### config.mk
export PLATFORM = sky130hd
export DESIGN_NAME = logic_op_sequencer_flat
export DESIGN_NICKNAME = d
export VERILOG_FILES = /design/src/rtl/logic_op_sequencer_pkg.sv /design/src/rtl/logic_op_sequencer_if.sv /design/src/rtl/logic_op_sequencer_res_fifo.sv /design/src/rtl/logic_op_sequencer.sv /design/src/flat_wrapper.sv
export SDC_FILE = /design/constraint.sdc
export NUM_CORES = 1
export LEC_CHECK = 0
export CORE_MARGIN = 2
export CORE_UTILIZATION = 55
export DETAILED_ROUTE_END_ITERATION = 7
export DONT_BUFFER_PORTS = 1
export PLACE_DENSITY = 0.77
export SLEW_MARGIN = 20
export SYNTH_ARGS = -nofsm -noshare
export SYNTH_HDL_FRONTEND = slang
export SYNTH_SLANG_ARGS = --single-unit
### constraint.sdc
create_clock -name clk -period 5.6 [get_ports clk]
set_clock_uncertainty 0.1 [all_clocks]
set_input_delay 0.56 -clock clk [delete_from_list [all_inputs] [get_ports clk]]
set_output_delay 0.56 -clock clk [all_outputs]
set_load 0.01 [all_outputs]
### src/rtl/logic_op_sequencer_pkg.sv
// Shared types and constants for the logic-unit operand/opcode sequencer.
// The opcode values match the logic unit's own decode of opcode[1:0].
package logic_op_sequencer_pkg;

  localparam int OPW_DEF  = 5;
  localparam int RESW_DEF = 9;

  typedef enum logic [1:0] {
    IDLE    = 2'd0,
    ISSUE   = 2'd1,
    CAPTURE = 2'd2,
    DRAIN   = 2'd3
  } state_t;

  localparam logic [1:0] OP_OR   = 2'd0;
  localparam logic [1:0] OP_AND  = 2'd1;
  localparam logic [1:0] OP_NAND = 2'd2;
  localparam logic [1:0] OP_NOR  = 2'd3;

  // Index of the lowest set bit. Only called with a non-zero mask.
  function automatic logic [1:0] lowest_idx(input logic [3:0] m);
    if (m[0])      return OP_OR;
    else if (m[1]) return OP_AND;
    else if (m[2]) return OP_NAND;
    else           return OP_NOR;
  endfunction

endpackage

### src/rtl/logic_op_sequencer_if.sv
// Result stream port: show-ahead {opcode,result} entries on a valid/ready handshake.
interface logic_op_sequencer_if #(parameter int RESW = 9);
  logic            out_valid;
  logic            out_ready;
  logic [1:0]      out_opcode;
  logic [RESW-1:0] out_data;

  modport master (output out_valid, out_opcode, out_data, input out_ready);
  modport slave  (input out_valid, out_opcode, out_data, output out_ready);
endinterface

### src/rtl/logic_op_sequencer_res_fifo.sv
// Show-ahead result FIFO; push and pop may coincide at any fill level, including full.
module logic_res_fifo #(
  parameter int W     = 11,
  parameter int DEPTH = 4
) (
  input  logic         clk,
  input  logic         rst_n,
  input  logic         push,
  input  logic [W-1:0] din,
  input  logic         pop,
  output logic [W-1:0] dout,
  output logic         full,
  output logic         empty
);
  localparam int AW = $clog2(DEPTH);

  logic [W-1:0]  mem [DEPTH];
  logic [AW-1:0] wr_ptr, rd_ptr;
  logic [AW:0]   count;
  logic          do_push, do_pop;

  assign full    = (count == (AW+1)'(DEPTH));
  assign empty   = (count == '0);
  assign do_pop  = pop && !empty;
  // A push into a full FIFO is only taken when the head leaves in the same cycle.
  assign do_push = push && (!full || do_pop);
  assign dout    = empty ? '0 : mem[rd_ptr];

  always_ff @(posedge clk or negedge rst_n) begin
    if (!rst_n) begin
      wr_ptr <= '0;
      rd_ptr <= '0;
      count  <= '0;
    end else begin
      if (do_push) wr_ptr <= wr_ptr + 1'b1;
      if (do_pop)  rd_ptr <= rd_ptr + 1'b1;
      count <= count + (AW+1)'(do_push) - (AW+1)'(do_pop);
    end
  end

  always_ff @(posedge clk) begin
    if (do_push) mem[wr_ptr] <= din;
  end

endmodule

### src/rtl/logic_op_sequencer.sv
// Drives one operand pair through each enabled logic-unit opcode in ascending
// order and streams the captured {opcode,result} pairs out through a FIFO.
module logic_op_sequencer
  import logic_op_sequencer_pkg::*;
#(
  parameter int OPW        = OPW_DEF,
  parameter int RESW       = RESW_DEF,
  parameter int FIFO_DEPTH = 4
) (
  input  logic                   clk,
  input  logic                   rst_n,
  input  logic                   start,
  input  logic [OPW-1:0]         op_a,
  input  logic [OPW-1:0]         op_b,
  input  logic [3:0]             op_mask,
  output logic                   busy,
  output logic [OPW-1:0]         drv_in1,
  output logic [OPW-1:0]         drv_in2,
  output logic [2:0]             drv_opcode,
  input  logic [RESW-1:0]        res_logic,
  output logic                   done,
  logic_op_sequencer_if.master   rsp
);

  state_t         state, state_nx;
  logic [OPW-1:0] a_q, b_q;
  logic [3:0]     pend, pend_left;
  logic           accept, issue_go, push, pop, done_nx, finish;
  logic           fifo_full, fifo_empty;
  logic [RESW+1:0] fifo_dout;

  assign pend_left = pend & ~(4'b0001 << drv_opcode[1:0]);

  always_ff @(posedge clk or negedge rst_n) begin
    if (!rst_n) state <= IDLE;
    else        state <= state_nx;
  end

  always_comb begin
    state_nx = state;
    case (state)
      IDLE:    if (start) state_nx = (op_mask == 4'b0) ? DRAIN : ISSUE;
      ISSUE:   if (!fifo_full) state_nx = CAPTURE;
      CAPTURE: state_nx = (pend_left != 4'b0) ? ISSUE : DRAIN;
      DRAIN:   if (done) state_nx = IDLE;
      default: state_nx = IDLE;
    endcase
  end

  // done is registered, so DRAIN is held through the pulse and busy drops after it.
  always_comb begin
    accept   = (state == IDLE) && start;
    issue_go = (state == ISSUE) && !fifo_full;
    push     = (state == CAPTURE);
    done_nx  = (state == DRAIN) && fifo_empty && !done;
    finish   = (state == DRAIN) && done;
  end

  always_ff @(posedge clk or negedge rst_n) begin
    if (!rst_n) begin
      a_q        <= '0;
      b_q        <= '0;
      pend       <= '0;
      busy       <= 1'b0;
      done       <= 1'b0;
      drv_in1    <= '0;
      drv_in2    <= '0;
      drv_opcode <= '0;
    end else begin
      done <= done_nx;
      if (accept) begin
        a_q  <= op_a;
        b_q  <= op_b;
        pend <= op_mask;
        busy <= 1'b1;
      end
      if (issue_go) begin
        drv_in1    <= a_q;
        drv_in2    <= b_q;
        drv_opcode <= {1'b0, lowest_idx(pend)};
      end
      if (push)   pend <= pend_left;
      if (finish) busy <= 1'b0;
    end
  end

  assign pop = rsp.out_valid && rsp.out_ready;

  logic_res_fifo #(.W(RESW + 2), .DEPTH(FIFO_DEPTH)) u_fifo (
    .clk   (clk),
    .rst_n (rst_n),
    .push  (push),
    .din   ({drv_opcode[1:0], res_logic}),
    .pop   (pop),
    .dout  (fifo_dout),
    .full  (fifo_full),
    .empty (fifo_empty)
  );

  assign rsp.out_valid  = !fifo_empty;
  assign rsp.out_opcode = fifo_dout[RESW+1:RESW];
  assign rsp.out_data   = fifo_dout[RESW-1:0];

endmodule
### src/flat_wrapper.sv
// flat-port wrapper written by rule: the top's interface ports become plain ports
module logic_op_sequencer_flat import logic_op_sequencer_pkg::*;
#(
  parameter int OPW        = OPW_DEF,
  parameter int RESW       = RESW_DEF,
  parameter int FIFO_DEPTH = 4
)
  (clk, rst_n, start, op_a, op_b, op_mask, busy, drv_in1, drv_in2, drv_opcode, res_logic, done, rsp_out_valid, rsp_out_opcode, rsp_out_data, rsp_out_ready);
  logic_op_sequencer_if #(.RESW(RESW)) rsp_i ();
  input  logic clk;
  input  logic rst_n;
  input  logic start;
  input  logic [OPW-1:0] op_a;
  input  logic [OPW-1:0] op_b;
  input  logic [3:0] op_mask;
  output logic busy;
  output logic [OPW-1:0] drv_in1;
  output logic [OPW-1:0] drv_in2;
  output logic [2:0] drv_opcode;
  input  logic [RESW-1:0] res_logic;
  output logic done;
  output wire logic [$bits(rsp_i.out_valid)-1:0] rsp_out_valid;
  output wire logic [$bits(rsp_i.out_opcode)-1:0] rsp_out_opcode;
  output wire logic [$bits(rsp_i.out_data)-1:0] rsp_out_data;
  input wire logic [$bits(rsp_i.out_ready)-1:0] rsp_out_ready;
  assign rsp_out_valid = rsp_i.out_valid;
  assign rsp_out_opcode = rsp_i.out_opcode;
  assign rsp_out_data = rsp_i.out_data;
  assign rsp_i.out_ready = rsp_out_ready;
  logic_op_sequencer #(.OPW(OPW), .RESW(RESW), .FIFO_DEPTH(FIFO_DEPTH)) u_core (.clk(clk), .rst_n(rst_n), .start(start), .op_a(op_a), .op_b(op_b), .op_mask(op_mask), .busy(busy), .drv_in1(drv_in1), .drv_in2(drv_in2), .drv_opcode(drv_opcode), .res_logic(res_logic), .done(done), .rsp(rsp_i));
endmodule
==> impl_metrics.env <==
export IMPL_slowest_delay_ps=820
export IMPL_cts_setup_buffers=0
export IMPL_cts_num_sinks=81
export IMPL_avgViaCountPerCell=5.59
export IMPL_firstDrtPassIters=4
export IMPL_cts_root_buf="clkbuf_8"
export IMPL_fp_row_count=28
export IMPL_drtIter0Drc=106
export IMPL_cp_arrival_ps=2010
export IMPL_critical_path_class="flip-flop to output pin"
export IMPL_clk_latency_ps=360
export IMPL_cts_resized_gates=0
export IMPL_drt_total_wl_um=5480
export IMPL_clkSlewWorstSetupHoldPaths_ps=80
export IMPL_htreeDepth=3
export IMPL_initial_core_util=0.573
export IMPL_die_x_um=82.8
export IMPL_power_density_nw_per_um2=566
export IMPL_fin_setup_tns_ps=0
export IMPL_status="complete, no violations"
export IMPL_relSlewSlack=0.364
export IMPL_synthesis_nets=244
export IMPL_regArea_um2=2250
export IMPL_grt_antenna_before_repair=0
export IMPL_diodes=0
export IMPL_ir_drop_uv=292
export IMPL_grt_pass1_vias=1657
export IMPL_leakage_uw=0.00140
export IMPL_tightest_slew_ps=950
export IMPL_place_ws_ps=3070
export IMPL_hold_viol_final=0
export IMPL_ys_ff_latch=81
export IMPL_crit_fanout=13
export IMPL_synth_ff_type="edfxtp_1"
export IMPL_synth_top_area_share=0.387
export IMPL_finish_net_count=249
export IMPL_syn_avg_cell_area_um2=16.2
export IMPL_synth_area_um2=3410
export IMPL_core_um2=5960
export IMPL_drive_above_1_share=0.213
export IMPL_synth_edf_count=44
export IMPL_postRouteAntennaNets=0
export IMPL_multi_input_area_um2=1080
export IMPL_gp_congestion=0.799
export IMPL_setup_violations=0
export IMPL_hold_buffers=2
export IMPL_rsz0062_at_grt="false"
export IMPL_numCtsBuffers=9
export IMPL_fin_cells=296
export IMPL_fin_area_um2=3700
export IMPL_avgRoutedWirePerCell_um=18.5
export IMPL_setup_slack_ps=2930
export IMPL_grt_max_degree=38
export IMPL_grt_overflow=0
export IMPL_power_total_uw=2090
export IMPL_synth_area_top_cells="edfxtp_1, dfrtp_1, mux2_2"
export IMPL_min_path_type="input pin to flip-flop"
export IMPL_drc=0
export IMPL_worstPathCellList="mux4_1 > and2_1"
export IMPL_dp_cells=278
export IMPL_placed_cell_area_um2=3450
export IMPL_synthArstFlopShare=0.457
export IMPL_nFillCells=438
export IMPL_synth_largest_area_cell="edfxtp_1"
export IMPL_die_area_um2=6850
export IMPL_cp_start_kind="flip-flop"
export IMPL_max_freq_ghz=0.374
export IMPL_synth_most_common_cell="edfxtp_1"
export IMPL_crit_path_end_kind="output pin"
export IMPL_required_ps=4940
export IMPL_yosys_warnings=0
export IMPL_io_pins=54
export IMPL_dp_final_hpwl_um=3470
export IMPL_min_period_ps=2670
export IMPL_area_growth_pct=8.36
export IMPL_cap_viol_max_count=0
export IMPL_track_usage=0.177
export IMPL_vias=1654
export IMPL_ys_types=35
export IMPL_cts_tree="built"
export IMPL_grt_pass1_wl_um=8380
export IMPL_postSynthCellCount=211
export IMPL_cts_buffer_depth=2
export IMPL_io_buffers=0
export IMPL_fp_dieH_um=82.8
export IMPL_yosysSeqAreaShare=0.659
export IMPL_yosys_top_cells_count="edfxtp_1, dfrtp_1, and2_1, mux2_2, nand2_1"
export IMPL_slew_violations=0
export IMPL_critPathSlowestCell="dfrtp_1"
export IMPL_fin_crit_sh=0.477
-- cell families after synthesis --
logic type	synth area share
flops	0.659
other cells	0.00110
compound gates	0.0385
buf+inv	0.0253
mux	0.158
xor+xnor	0.0128
simple gates	0.0811
fa+ha+maj	0.0242
-- path summary, 6_finish.rpt --
kind                                                          start                                end  slack (ps)  cells past startpoint
worst max-delay path            u_core.u_fifo.rd_ptr[0]$_DFFE_PN0P_                    rsp_out_data[1]        2930                      2
worst min register to register            u_core.a_q[4]$_DFFE_PN0P_          u_core.a_q[4]$_DFFE_PN0P_         410                      1
worst max register to register     u_core.u_fifo.count[1]$_DFF_PN0_   u_core.u_fifo.count[2]$_DFF_PN0_        3070                      9
max in group asynchronous                                     rst_n      u_core.drv_in1[2]$_DFFE_PN0P_        4660                      2
min in group asynchronous                                     rst_n          u_core.b_q[2]$_DFFE_PN0P_         540                      2
worst min-delay path                                   res_logic[3]  u_core.u_fifo.mem[0][3]$_DFFE_PP_         190                      0
-- sequential cells by signal, indices dropped and copies added (netlist names) --
signal                count
u_core.u_fifo.mem        44
u_core.a_q                5
u_core.b_q                5
u_core.drv_in1            5
u_core.drv_in2            5
u_core.pend               4
u_core.u_fifo.count       3
u_core.drv_opcode         2
u_core.state              2
u_core.u_fifo.rd_ptr      2
u_core.u_fifo.wr_ptr      2
u_core.busy               1
u_core.done               1
-- layout by cell type, fill, tap and decap left out, drive strengths merged, types with 2 or more instances in the layout --
cell	netlist	final
xnor2	5	5
ha	5	5
mux4	11	11
a31oi	2	2
nor2b	5	5
dfrtp	37	37
nand2	13	13
inv	8	9
bufinv	0	2
edfxtp	44	44
nor3	2	2
nor2	5	5
o21ai	10	10
nor3b	3	3
mux2	21	21
and2	15	15
clkinvlp	0	2
a21oi	5	5
clkbuf	1	10
-- layer usage --
layer / vias to the layer above / GRT usage / routed length, µm
met3: 10 / 0.0772 / 311
met1: 821 / 0.224 / 2360
met2: 40 / 0.269 / 2700
met4: 0 / 0.0689 / 107
li1: 783 / - / -
met5: - / 0 / 0
-- power breakdown --
part,switching (µW),internal (µW),total (µW)
logic,270,337,607
registers,206,822,1030
clock network,204,252,456
-- per-stage QoR --
stage          hold slack, ps   util
6_report                  194  0.621
5_1_grt                   168  0.621
4_1_cts                   186  0.621
3_5_place_dp              165  0.579
3_3_place_gp              165  0.579
2_1_floorplan             164      -
-- area by class of cell --
type / instances / share of cell area
flip-flops and latches: 81 / 0.608
multi-input cells: 114 / 0.291
clock buffers: 10 / 0.0345
well taps: 75 / 0.0254
clock inverters: 6 / 0.0244
repair buffers: 2 / 0.00812
inverters: 8 / 0.00812
-- critical path: cells and delay by family (launching register included) --
kind	cells	cell delay, ps
DFF	1	820
muxes	1	630
and+or+nand+nor	1	210
Power figures use the tool's default switching activity.
